--- config.mk ---
export PLATFORM = sky130hd
export DESIGN_NAME = fetch_sequencer_flat
export DESIGN_NICKNAME = d
export VERILOG_FILES = /design/src/rtl/fetch_pkg.sv /design/src/rtl/fetch_sequencer_if.sv /design/src/rtl/fetch_buffer.sv /design/src/rtl/fetch_sequencer.sv /design/src/flat_wrapper.sv
export SDC_FILE = /design/constraint.sdc
export NUM_CORES = 1
export LEC_CHECK = 0
export ABC_AREA = 0
export BUFFER_PORTS_ARGS = -buffer_cell sky130_fd_sc_hd__clkbuf_2
export CAP_MARGIN = 20
export CORE_MARGIN = 2
export CORE_UTILIZATION = 40
export CTS_CLUSTER_SIZE = 28
export DETAILED_ROUTE_END_ITERATION = 10
export HOLD_SLACK_MARGIN = 0.05
export PLACE_DENSITY = 0.66
export SKIP_LAST_GASP = 1
export SLEW_MARGIN = 15
export SYNTH_ARGS = -nofsm -noshare
export SYNTH_HDL_FRONTEND = slang
export SYNTH_SLANG_ARGS = --single-unit
--- constraint.sdc ---
create_clock -name clock -period 2.4 [get_ports clock]
set_input_delay 0.48 -clock clock [delete_from_list [all_inputs] [get_ports clock]]
set_output_delay 0.48 -clock clock [all_outputs]
set_load 0.02 [all_outputs]
--- src/rtl/fetch_pkg.sv ---
// Shared types and constants for the instruction fetch sequencer.
package fetch_pkg;

   localparam int unsigned INSTR_W = 32;
   localparam int unsigned CNT_W   = 2;

   localparam logic [INSTR_W-1:0] RESET_PC_DEFAULT = 32'h0000_0000;

   typedef enum logic [1:0] {
      FETCH_ISSUE = 2'd0,
      FETCH_WAIT  = 2'd1,
      FETCH_DRAIN = 2'd2
   } fetch_state_e;

   typedef struct packed {
      logic [INSTR_W-1:0] instr;
      logic [INSTR_W-1:0] pc4;
   } fetch_entry_t;

endpackage

--- src/rtl/fetch_sequencer_if.sv ---
// Instruction memory bus: valid/ready request channel, valid-only in-order response channel.
interface fetch_sequencer_if;
   import fetch_pkg::*;

   logic               imem_req_valid;
   logic               imem_req_ready;
   logic [INSTR_W-1:0] imem_req_addr;
   logic               imem_resp_valid;
   logic [INSTR_W-1:0] imem_resp_data;

   modport master (
      output imem_req_valid,
      output imem_req_addr,
      input  imem_req_ready,
      input  imem_resp_valid,
      input  imem_resp_data
   );

   modport slave (
      input  imem_req_valid,
      input  imem_req_addr,
      output imem_req_ready,
      output imem_resp_valid,
      output imem_resp_data
   );

endinterface

--- src/rtl/fetch_buffer.sv ---
// Two-entry shift FIFO of {instruction, pc4}; the head entry is driven straight from flops.
module fetch_buffer
   import fetch_pkg::*;
(
   input  logic             clock,
   input  logic             reset,
   input  logic             push,
   input  fetch_entry_t     push_entry,
   input  logic             pop,
   input  logic             flush,
   output logic [CNT_W-1:0] count,
   output fetch_entry_t     head
);

   logic [CNT_W-1:0] count_q, count_d;
   fetch_entry_t     head_q, head_d;
   fetch_entry_t     tail_q, tail_d;
   logic             pop_ok;

   assign pop_ok = pop && (count_q != '0);

   // Flush wins over push; an empty-to-empty pop leaves the head untouched.
   always_comb begin
      count_d = count_q;
      head_d  = head_q;
      tail_d  = tail_q;
      if (flush) begin
         count_d = '0;
      end else if (push && !pop_ok) begin
         if (count_q == CNT_W'(0)) begin
            head_d  = push_entry;
            count_d = CNT_W'(1);
         end else if (count_q == CNT_W'(1)) begin
            tail_d  = push_entry;
            count_d = CNT_W'(2);
         end
      end else if (!push && pop_ok) begin
         if (count_q == CNT_W'(2)) begin
            head_d = tail_q;
         end
         count_d = count_q - CNT_W'(1);
      end else if (push && pop_ok) begin
         if (count_q == CNT_W'(1)) begin
            head_d = push_entry;
         end else begin
            head_d = tail_q;
            tail_d = push_entry;
         end
      end
   end

   always_ff @(posedge clock) begin
      if (reset) begin
         count_q <= '0;
         head_q  <= '0;
         tail_q  <= '0;
      end else begin
         count_q <= count_d;
         head_q  <= head_d;
         tail_q  <= tail_d;
      end
   end

   assign count = count_q;
   assign head  = head_q;

endmodule

--- src/rtl/fetch_sequencer.sv ---
// Fetch control: owns the PC, keeps one memory request in flight and feeds decode through a 2-entry buffer.
module fetch_sequencer
   import fetch_pkg::*;
#(
   parameter logic [INSTR_W-1:0] RESET_PC  = RESET_PC_DEFAULT,
   parameter int unsigned        BUF_DEPTH = 2
) (
   input  logic                clock,
   input  logic                reset,
   input  logic                redirect_valid,
   input  logic [INSTR_W-1:0]  redirect_addr,
   fetch_sequencer_if.master   imem,
   output logic                instr_valid,
   input  logic                instr_ready,
   output logic [INSTR_W-1:0]  instruction,
   output logic [INSTR_W-1:0]  pc4
);

   fetch_state_e       state_q, state_d;
   logic [INSTR_W-1:0] pc_q, pc_d;
   logic [INSTR_W-1:0] req_pc_q, req_pc_d;
   logic [INSTR_W-1:0] redirect_pc;
   logic               req_valid;
   logic               push;
   logic               pop;
   logic [CNT_W-1:0]   count;
   fetch_entry_t       push_entry;
   fetch_entry_t       head;

   assign redirect_pc = {redirect_addr[INSTR_W-1:2], 2'b00};

   // A request only issues when the buffer has room for its response.
   always_comb begin
      state_d   = state_q;
      pc_d      = pc_q;
      req_pc_d  = req_pc_q;
      req_valid = 1'b0;
      push      = 1'b0;
      case (state_q)
         FETCH_ISSUE: begin
            req_valid = (32'(count) < BUF_DEPTH) && !reset;
            if (req_valid && imem.imem_req_ready) begin
               req_pc_d = pc_q;
               pc_d     = pc_q + INSTR_W'(4);
               state_d  = redirect_valid ? FETCH_DRAIN : FETCH_WAIT;
            end
         end
         FETCH_WAIT: begin
            if (imem.imem_resp_valid) begin
               push    = !redirect_valid;
               state_d = FETCH_ISSUE;
            end else if (redirect_valid) begin
               state_d = FETCH_DRAIN;
            end
         end
         FETCH_DRAIN: begin
            if (imem.imem_resp_valid) begin
               state_d = FETCH_ISSUE;
            end
         end
         default: state_d = FETCH_ISSUE;
      endcase
      if (redirect_valid) begin
         pc_d = redirect_pc;
      end
   end

   always_ff @(posedge clock) begin
      if (reset) begin
         state_q  <= FETCH_ISSUE;
         pc_q     <= RESET_PC;
         req_pc_q <= RESET_PC;
      end else begin
         state_q  <= state_d;
         pc_q     <= pc_d;
         req_pc_q <= req_pc_d;
      end
   end

   assign push_entry = '{instr: imem.imem_resp_data, pc4: req_pc_q + INSTR_W'(4)};
   assign pop        = instr_valid && instr_ready;

   fetch_buffer u_buffer (
      .clock      (clock),
      .reset      (reset),
      .push       (push),
      .push_entry (push_entry),
      .pop        (pop),
      .flush      (redirect_valid),
      .count      (count),
      .head       (head)
   );

   assign imem.imem_req_valid = req_valid;
   assign imem.imem_req_addr  = pc_q;
   assign instr_valid         = (count != '0);
   assign instruction         = head.instr;
   assign pc4                 = head.pc4;

endmodule

--- src/flat_wrapper.sv ---
// flat-port wrapper written by rule: the top's interface ports become plain ports
module fetch_sequencer_flat import fetch_pkg::*;
#(
   parameter logic [INSTR_W-1:0] RESET_PC  = RESET_PC_DEFAULT,
   parameter int unsigned        BUF_DEPTH = 2
)
  (clock, reset, redirect_valid, redirect_addr, instr_valid, instr_ready, instruction, pc4, imem_imem_req_valid, imem_imem_req_addr, imem_imem_req_ready, imem_imem_resp_valid, imem_imem_resp_data);
  fetch_sequencer_if imem_i ();
  input  logic clock;
  input  logic reset;
  input  logic redirect_valid;
  input  logic [INSTR_W-1:0] redirect_addr;
  output logic instr_valid;
  input  logic instr_ready;
  output logic [INSTR_W-1:0] instruction;
  output logic [INSTR_W-1:0] pc4;
  output wire logic [$bits(imem_i.imem_req_valid)-1:0] imem_imem_req_valid;
  output wire logic [$bits(imem_i.imem_req_addr)-1:0] imem_imem_req_addr;
  input wire logic [$bits(imem_i.imem_req_ready)-1:0] imem_imem_req_ready;
  input wire logic [$bits(imem_i.imem_resp_valid)-1:0] imem_imem_resp_valid;
  input wire logic [$bits(imem_i.imem_resp_data)-1:0] imem_imem_resp_data;
  assign imem_imem_req_valid = imem_i.imem_req_valid;
  assign imem_imem_req_addr = imem_i.imem_req_addr;
  assign imem_i.imem_req_ready = imem_imem_req_ready;
  assign imem_i.imem_resp_valid = imem_imem_resp_valid;
  assign imem_i.imem_resp_data = imem_imem_resp_data;
  fetch_sequencer #(.RESET_PC(RESET_PC), .BUF_DEPTH(BUF_DEPTH)) u_core (.clock(clock), .reset(reset), .redirect_valid(redirect_valid), .redirect_addr(redirect_addr), .imem(imem_i), .instr_valid(instr_valid), .instr_ready(instr_ready), .instruction(instruction), .pc4(pc4));
endmodule
==> key figures, run 1 <==
Critical path
  – Slowest cell delay on critical path: just over 500 ps
  – Critical R2R Launch: u_core.state_q[0]$_SDFFE_PP0P_
  – Worst EP arrival: 2780 ps
  – CP Data Required Time: between 2000 and 3000 ps
  – Critical path, cell by cell: nor4bb_4 -> buf_4 -> inv_4 -> ha_2 -> or4_4 -> buf_6 -> buf_4 -> a2111oi_0 -> a31o_2
  – Kind of critical path: reg2reg
  – Crit. End Element: flip-flop
  – CP max stage cell: or4_4
  – Worst R2R End: u_core.u_buffer.head[8]$_SDFFE_PP0P_
  – Reg2reg path depth: 9
  – Critical Path Source Type: flip-flop
  – Flop-to-flop setup slack: -1 ps
  – CP Max Fanout: 5
  – Most used cell, CP: buf_4

Die
  – Rows: 54
  – Chip height: roughly 150 um
  – Initial Utilization: between 40% and 50%
  – Die area: roughly 23000 um^2
  – DIE WIDTH: around 150 um
  – I/O pin count: 168
  – Total core area: approximately 22000 um^2

Synthesis
  – FF+latch count, synth: 192
  – Mapped Cells: between 1000 and 1500
  – Leading register cell type out of synthesis: dfxtp_1
  – Syn. warnings: 0
  – Simple-Gate Fraction of Synth Area: between 20% and 30%
  – Synth Area in Adders: under 10%
  – Synth Cell Area: about 8700 um^2
  – Number of enable flip-flop cells after synthesis: 0
  – Syn Area/Cell: around 7.9 um^2
  – Mux share of post-synthesis cell area: less than 1%
  – Sequential-to-total area share from yosys stat: 44.1%
  – Compound-Gate Fraction of Synth Area: ~18%
  – XOR/XNOR Fraction of Synth Area: between 3 and 4%
  – Asr flop ratio synth: 0%
  – Synth cell types: 64
  – Main combinational cell family by area after synthesis: simple AND/OR/NAND/NOR gates

CTS
  – CTS root buf: clkbuf_16
  – Hold buffer count at CTS: 0
  – Worst-path clk slew: roughly 80 ps
  – CTS tree: yes
  – CTS Buf Count: 17
  – CTS Sinks: approximately 190
  – H-Tree Depth: 4
  – Clock Latency Late Sink: 440 ps
  – Bufs on Longest Clock Path: 2

Timing
  – Fmax: between 400 and 500 MHz
  – Max transition margin: between 40% and 50%
  – Fin Setup TNS: -1.27 ps
  – Clk_skew: about 13 ps
  – RSZ-0062 raised after global routing: yes
  – Min cycle time layout: 2400 ps
  – Worst Hold Slack: 262 ps
  – Fin. Hold Viols: 0
  – Tightest Pin Transition: between 800 and 900 ps
  – Final slew viol count: 0
  – Final Worst Setup Slack: -1.27 ps
  – Setup-failing EPs final: 1
  – Tcrit/Tclk final: 100%

Layout
  – Area grow syn2layout: 27.8%
  – Cell area after layout: 11100 um^2
  – FF/Latch Area: slightly below 4000 um^2
  – ANT cells: 0
  – # fillers: 2102
  – Layout cell share with drive strength beyond 1: between 20 and 25%
  – Nets: between 1000 and 1500
  – Multi-input gate area: around 4600 um^2

GRT
  – Initial antenna violation count: 0
  – Largest net degree at the start of global routing: 170
  – First-pass GRT wire length: 37.5 mm
  – Global route hottest layer: met2
  – Grt total ovfl: 0
  – Met2 usage: approximately a third
  – M1 GR Usage: 28.2%
  – Vias in the first global route: approximately 7500
  – Met3 usage: under 10%
  – GRT Resource Usage Total: 20.3%

Hold path
  – Worst Hold Path EP: u_core.imem.imem_req_addr[29]$_SDFFE_PP0P_
  – Worst min path class: in2reg
  – Hold Startpoint: redirect_addr[29]
  – Hold depth: 3

Power and ir drop
  – Int Power: slightly below 5 mW
  – Maximum vdd drop: about 460 uV
  – Final Power: approximately 6.7 mW
  – Comb power frac: about 8.2%
  – PwrDens: approximately 600 nW/um^2
  – Leakage: slightly below 4 nW
  – Switching pwr: 1.81 mW
  – Power share of the sequential group: between 40% and 50%
  – Sw Share: 27.2%
  – Clock network power share: a little over two fifths

Status
  – Status: finished, violations left
  – Failing checks: setup timing

Route
  – Starting DRC count in detailed routing: around 550
  – Via count: between 8000 and 9000
  – Final wirelength: 23.5 mm
  – # DRC: 0
  – Pre-Repair DR Iteration Count: 5
  – Drt wl/cell: between 10 and 15 um
  – Avg Vias per Cell: 5.28
  – Post-route ant nets: 0

Place
  – Gp weighted congestion: around 0.83
  – Post-DP HPWL: around 16 mm
  – Dpl ws: -277 ps
  – Buffers added on ports: between 150 and 200
  – Dpl cell area: 10400 um^2

Job
  – Max Cap Violations: 0
==> layout make-up <==
class / count / area share, %
Sequential cell: 192 / 34.5
Tap cell: 280 / 3.14
Timing Repair Buffer: 244 / 15.3
Clock inverter: 15 / 1.46
Clock buffer: 17 / 3.82
Inverter: 19 / 0.685
Multi-Input combinational cell: 810 / 41.1
==> metal layers <==
layer | vias to the layer above | share of wire [%]
li1 | 4233 | -
met2 | 257 | 44
met1 | 3812 | 48
met5 | - | 0
met4 | 0 | 1.5
met3 | 28 | 6.3
==> worst max-delay path by stage <==
stage / from / end / slack (ps) / depth (start not counted)
2_1_floorplan: redirect_valid / u_core.u_buffer.head[25]$_SDFFE_PP0P_ / 2 / 11
3_3_place_gp: redirect_valid / u_core.u_buffer.head[25]$_SDFFE_PP0P_ / -220 / 12
3_5_place_dp: redirect_valid / u_core.u_buffer.head[25]$_SDFFE_PP0P_ / -280 / 12
4_1_cts: u_core.state_q[1]$_SDFFE_PP0P_ / u_core.u_buffer.head[25]$_SDFFE_PP0P_ / 30 / 11
5_1_grt: u_core.state_q[0]$_SDFFE_PP0P_ / u_core.u_buffer.head[20]$_SDFFE_PP0P_ / -80 / 10
6_report: u_core.state_q[0]$_SDFFE_PP0P_ / u_core.u_buffer.head[8]$_SDFFE_PP0P_ / -1 / 9
==> flip-flops by register name, summed over array words and instances (netlist names) <==
name                       count
u_core.u_buffer.head          64
u_core.u_buffer.tail_q        64
u_core.u_buffer.count          2
u_core.state_q                 2
u_core.imem.imem_req_addr     30
u_core.req_pc_q               30
==> cells in the final DEF (no fill, tap or decap), types with 4 or more instances in the layout <==
| cell type | instances |
|---|---|
| o22ai_1 | 4 |
| nand3_1 | 39 |
| o21ai_1 | 6 |
| o21ai_0 | 18 |
| nor3_1 | 42 |
| a31oi_1 | 22 |
| nor2_1 | 92 |
| clkinv_4 | 4 |
| nand2b_1 | 4 |
| or3_1 | 5 |
| ha_1 | 4 |
| nor4_4 | 5 |
| o31a_1 | 7 |
| clkbuf_16 | 19 |
| inv_1 | 15 |
| a21oi_1 | 89 |
| buf_12 | 17 |
| and4_1 | 6 |
| buf_4 | 58 |
| and3_1 | 8 |
| o21a_1 | 4 |
| nand4_1 | 11 |
| nor4_1 | 16 |
| clkbuf_2 | 162 |
| xnor2_1 | 31 |
| xor2_1 | 8 |
| a311oi_1 | 37 |
| nand2_1 | 265 |
| a211oi_1 | 20 |
| inv_8 | 4 |
| dfxtp_1 | 189 |
==> synth_stat cells, drive strengths merged (4+ instances only) <==
master | instances | share of area (%)
a211oi | 22 | 2.0
a21oi | 90 | 5.2
a311oi | 37 | 3.7
a31oi | 22 | 1.6
and3 | 9 | 0.66
and4 | 6 | 0.60
buf | 17 | 1.1
clkbuf | 71 | 3.1
dfxtp | 192 | 44
ha | 8 | 1.1
inv | 19 | 0.82
nand2 | 267 | 11
nand2b | 4 | 0.29
nand3 | 41 | 2.6
nand4 | 12 | 0.93
nor2 | 93 | 4.1
nor3 | 45 | 2.7
nor4 | 22 | 2.4
o21a | 5 | 0.43
o21ai | 27 | 1.5
o22ai | 4 | 0.29
o31a | 7 | 0.70
or3 | 5 | 0.36
or4 | 4 | 0.39
xnor2 | 31 | 3.1
xor2 | 8 | 0.80
==> power groups by stage <==
stage	registers (mW)	clock network [mW]	logic (mW)
global route	3.34	2.99	0.599
detailed placement	3.40	0	0.540
CTS	3.33	2.86	0.543
finish	3.33	2.80	0.549
floorplan	3.44	0	0.256
global placement	3.40	0	0.537
==> logic make-up (layout without fill, tap and decap cells) <==
kind of cell	after synthesis	count (layout)
xor gates and xnor gates	39	39
adders and majority gates	8	8
buffers and inverters	107	295
muxes	3	3
DFF	192	192
other	1	2
and+or+nand+nor	522	522
AOI/OAI and AO/OA	236	236
==> stage by stage <==
step	utilization, %	instances
after global routing	51.5	1577
after CTS	50.8	1570
after detailed placement	48.0	1538
final	51.5	1577
after global placement	48.0	1538
after floorplan	-	1109
==> worst max-delay path, delay by kind of cell (launching register included) <==
kind / cells / cell delay [ps]
simple gates: 2 / 790
buf+inv: 4 / 530
compound gates: 2 / 510
flops: 1 / 330
fa+ha+maj: 1 / 180
==> what timing repair did <==
action,4_1_cts,5_1_grt
pin swaps,0,8
cloned,0,3
setup buffers,0,4
hold endpoints to repair,0,0
resized for setup,1,22
setup endpoints to repair,3,51
Power figures use the tool's default switching activity.
==> run 2, diff against run 1 <==
CORE_MARGIN = 4   (was 2)
CORE_UTILIZATION = 30   (was 40)
PLACE_DENSITY = 0.53   (was 0.66)
==> run 2 against run 1 <==
  * The flow now finishes without violations
  * Count of clock-buffer cells in the layout unchanged
  * Maximum frequency is 1.3% higher
  * Via count decreased by 1.1%
  * Die area increased by 39%
  * Highest routed layer unchanged
==> key figures, run 2 (synthesis results as in run 1) <==
Place
  – Placed instance count: ~1600
  – Post-DP HPWL: ~18 mm
  – Dpl ws: -263 ps
  – Buffers added on ports: between 150 and 200
  – Gp weighted congestion: between 0.8 and 0.9

Critical path
  – Critical Path Source Type: flip-flop
  – CP Data Required Time: about 2700 ps
  – Crit path max-delay family: simple AND/OR/NAND/NOR gates
  – CP max stage cell: or4_4
  – Kind of critical path: reg2reg
  – Crit. End Element: flip-flop
  – CP Max Fanout: 15
  – Critical path, cell by cell: inv_2 -> ha_4 -> inv_4 -> nand2_2 -> ha_2 -> nor2b_4 -> or4_4 -> buf_6 -> buf_4 -> buf_12 -> a21oi_1 -> a31oi_1
  – Slowest cell delay on critical path: approximately 470 ps
  – WP buf/inv: 5
  – Worst EP arrival: 2640 ps

Timing
  – Setup-failing EPs final: 0
  – Tcrit/Tclk final: between 90% and 100%
  – Min cycle time layout: between 2000 and 2500 ps
  – Final Worst Setup Slack: between 30 and 40 ps
  – Clk_skew: ~14 ps
  – Final slew viol count: 0
  – Worst Hold Slack: 266 ps
  – Fin Setup TNS: 0 ps
  – RSZ-0062 raised after global routing: yes
  – Fin. Hold Viols: 0
  – Tightest Pin Transition: between 900 and 1000 ps
  – Max transition margin: ~33%
  – Fmax: 422 MHz

Die
  – Total core area: between 20000 and 30000 um^2
  – Chip height: 178 um
  – Die area: 31900 um^2
  – DIE WIDTH: about 180 um
  – Rows: just over 60
  – I/O pin count: ~170
  – Initial Utilization: a little under a third

Status
  – Status: complete, no violations

Hold path
  – Worst min path class: in2reg

Route
  – Post-route ant nets: 0
  – Via count: 8241
  – Drt wl/cell: 15.4 um
  – Starting DRC count in detailed routing: 595
  – Pre-Repair DR Iteration Count: 6
  – Final wirelength: ~26 mm
  – # DRC: 0
  – Avg Vias per Cell: slightly below 5

Layout
  – Most frequent cells in the layout: nand2_1 (266), dfxtp_1 (188), clkbuf_2 (162), nor2_1 (92), a21oi_1 (88)
  – Post-layout instance count excluding filler cells: roughly 1700
  – Layout cell share with drive strength beyond 1: ~25%
  – Leading cell type in the layout, fill and taps excluded: nand2_1
  – Area grow syn2layout: 28.5%
  – ANT cells: 0
  – Nets: ~1400

GRT
  – GRT Resource Usage Total: 15.8%
  – First-pass GRT wire length: approximately 40 mm
  – Largest net degree at the start of global routing: 92
  – Vias in the first global route: between 7000 and 8000
  – Initial antenna violation count: 0
  – Grt total ovfl: 0

Job
  – Max Cap Violations: 0

CTS
  – CTS root buf: clkbuf_16
  – Worst-path clk slew: roughly 80 ps
  – CTS Sinks: roughly 190
  – Bufs on Longest Clock Path: 2
  – CTS Buf Count: 17
  – CTS tree: yes
  – H-Tree Depth: 4
  – Clock Latency Late Sink: 430 ps
  – Hold buffer count at CTS: 0

Power and ir drop
  – PwrDens: about 600 nW/um^2
  – Leakage: 3.93 nW
  – Maximum vdd drop: about 470 uV
  – Final Power: between 6 and 7 mW
## run 2: cell count changes in the layout (fill, tap and decap cells not counted), sizes merged
cell	delta
clkinv	-1
buf	+2
inv	-1
clkbuf	-1
clkinvlp	+1
## run 2: repair_timing
action | 4_1_cts | 5_1_grt
setup endpoints to repair | 2 | 32
cloned | 0 | 1
pin swaps | 0 | 13
buffers inserted | 0 | 5
gates resized for setup | 1 | 37
## run 2: layout make-up
| cell class | count | area, um^2 |
|---|---|---|
| repair buffers | 245 | 1640 |
| multi-input cells | 810 | 4610 |
| fillers | 2999 | 17500 |
| well taps | 384 | 480 |
| inverters | 19 | 73.8 |
| clock inverters | 14 | 125 |
| flip-flops and latches | 192 | 3850 |
| clock buffers | 17 | 425 |
## run 2: path summary, 6_finish.rpt
path / startpoint / slack, ps / to / cells after the start
setup / recovery: u_core.u_buffer.count[0]$_SDFFE_PP0P_ / 30 / u_core.u_buffer.head[31]$_SDFFE_PP0P_ / 12
hold / removal: redirect_addr[5] / 270 / u_core.imem.imem_req_addr[5]$_SDFFE_PP0P_ / 3
hold reg to reg: u_core.u_buffer.tail_q[61]$_SDFFE_PP0P_ / 460 / u_core.u_buffer.tail_q[61]$_SDFFE_PP0P_ / 2
setup reg to reg: u_core.u_buffer.count[0]$_SDFFE_PP0P_ / 30 / u_core.u_buffer.head[31]$_SDFFE_PP0P_ / 12
## run 2: tightest hold or removal path: cells and delay by family
family / cells / cell delay [ps]
AOI/OAI and AO/OA: 1 / 50
buffers and inverters: 1 / 80
and+or+nand+nor: 1 / 50
## run 2: per-layer routing
metal | vias up | global-route usage [%] | share of wire (%)
li1 | 4228 | - | -
met2 | 232 | 23.5 | 43
met3 | 14 | 3.12 | 5.9
met1 | 3767 | 23.7 | 50
met5 | - | 0 | 0
met4 | 0 | 3.07 | 0.61
## run 2: report_power, final
part	switching (mW)	total (mW)	internal (mW)
Sequential	0.0781	3.33	3.25
Combinational	0.348	0.563	0.216
Clock	1.35	2.71	1.36
## run 2: metrics by stage
step / util [%] / area, um^2
final: 39.0 / 11200
after global routing: 39.0 / 11200
after detailed placement: 36.5 / 10500
after global placement: 36.5 / 10500
after floorplan: - / 8780
after CTS: 38.4 / 11000
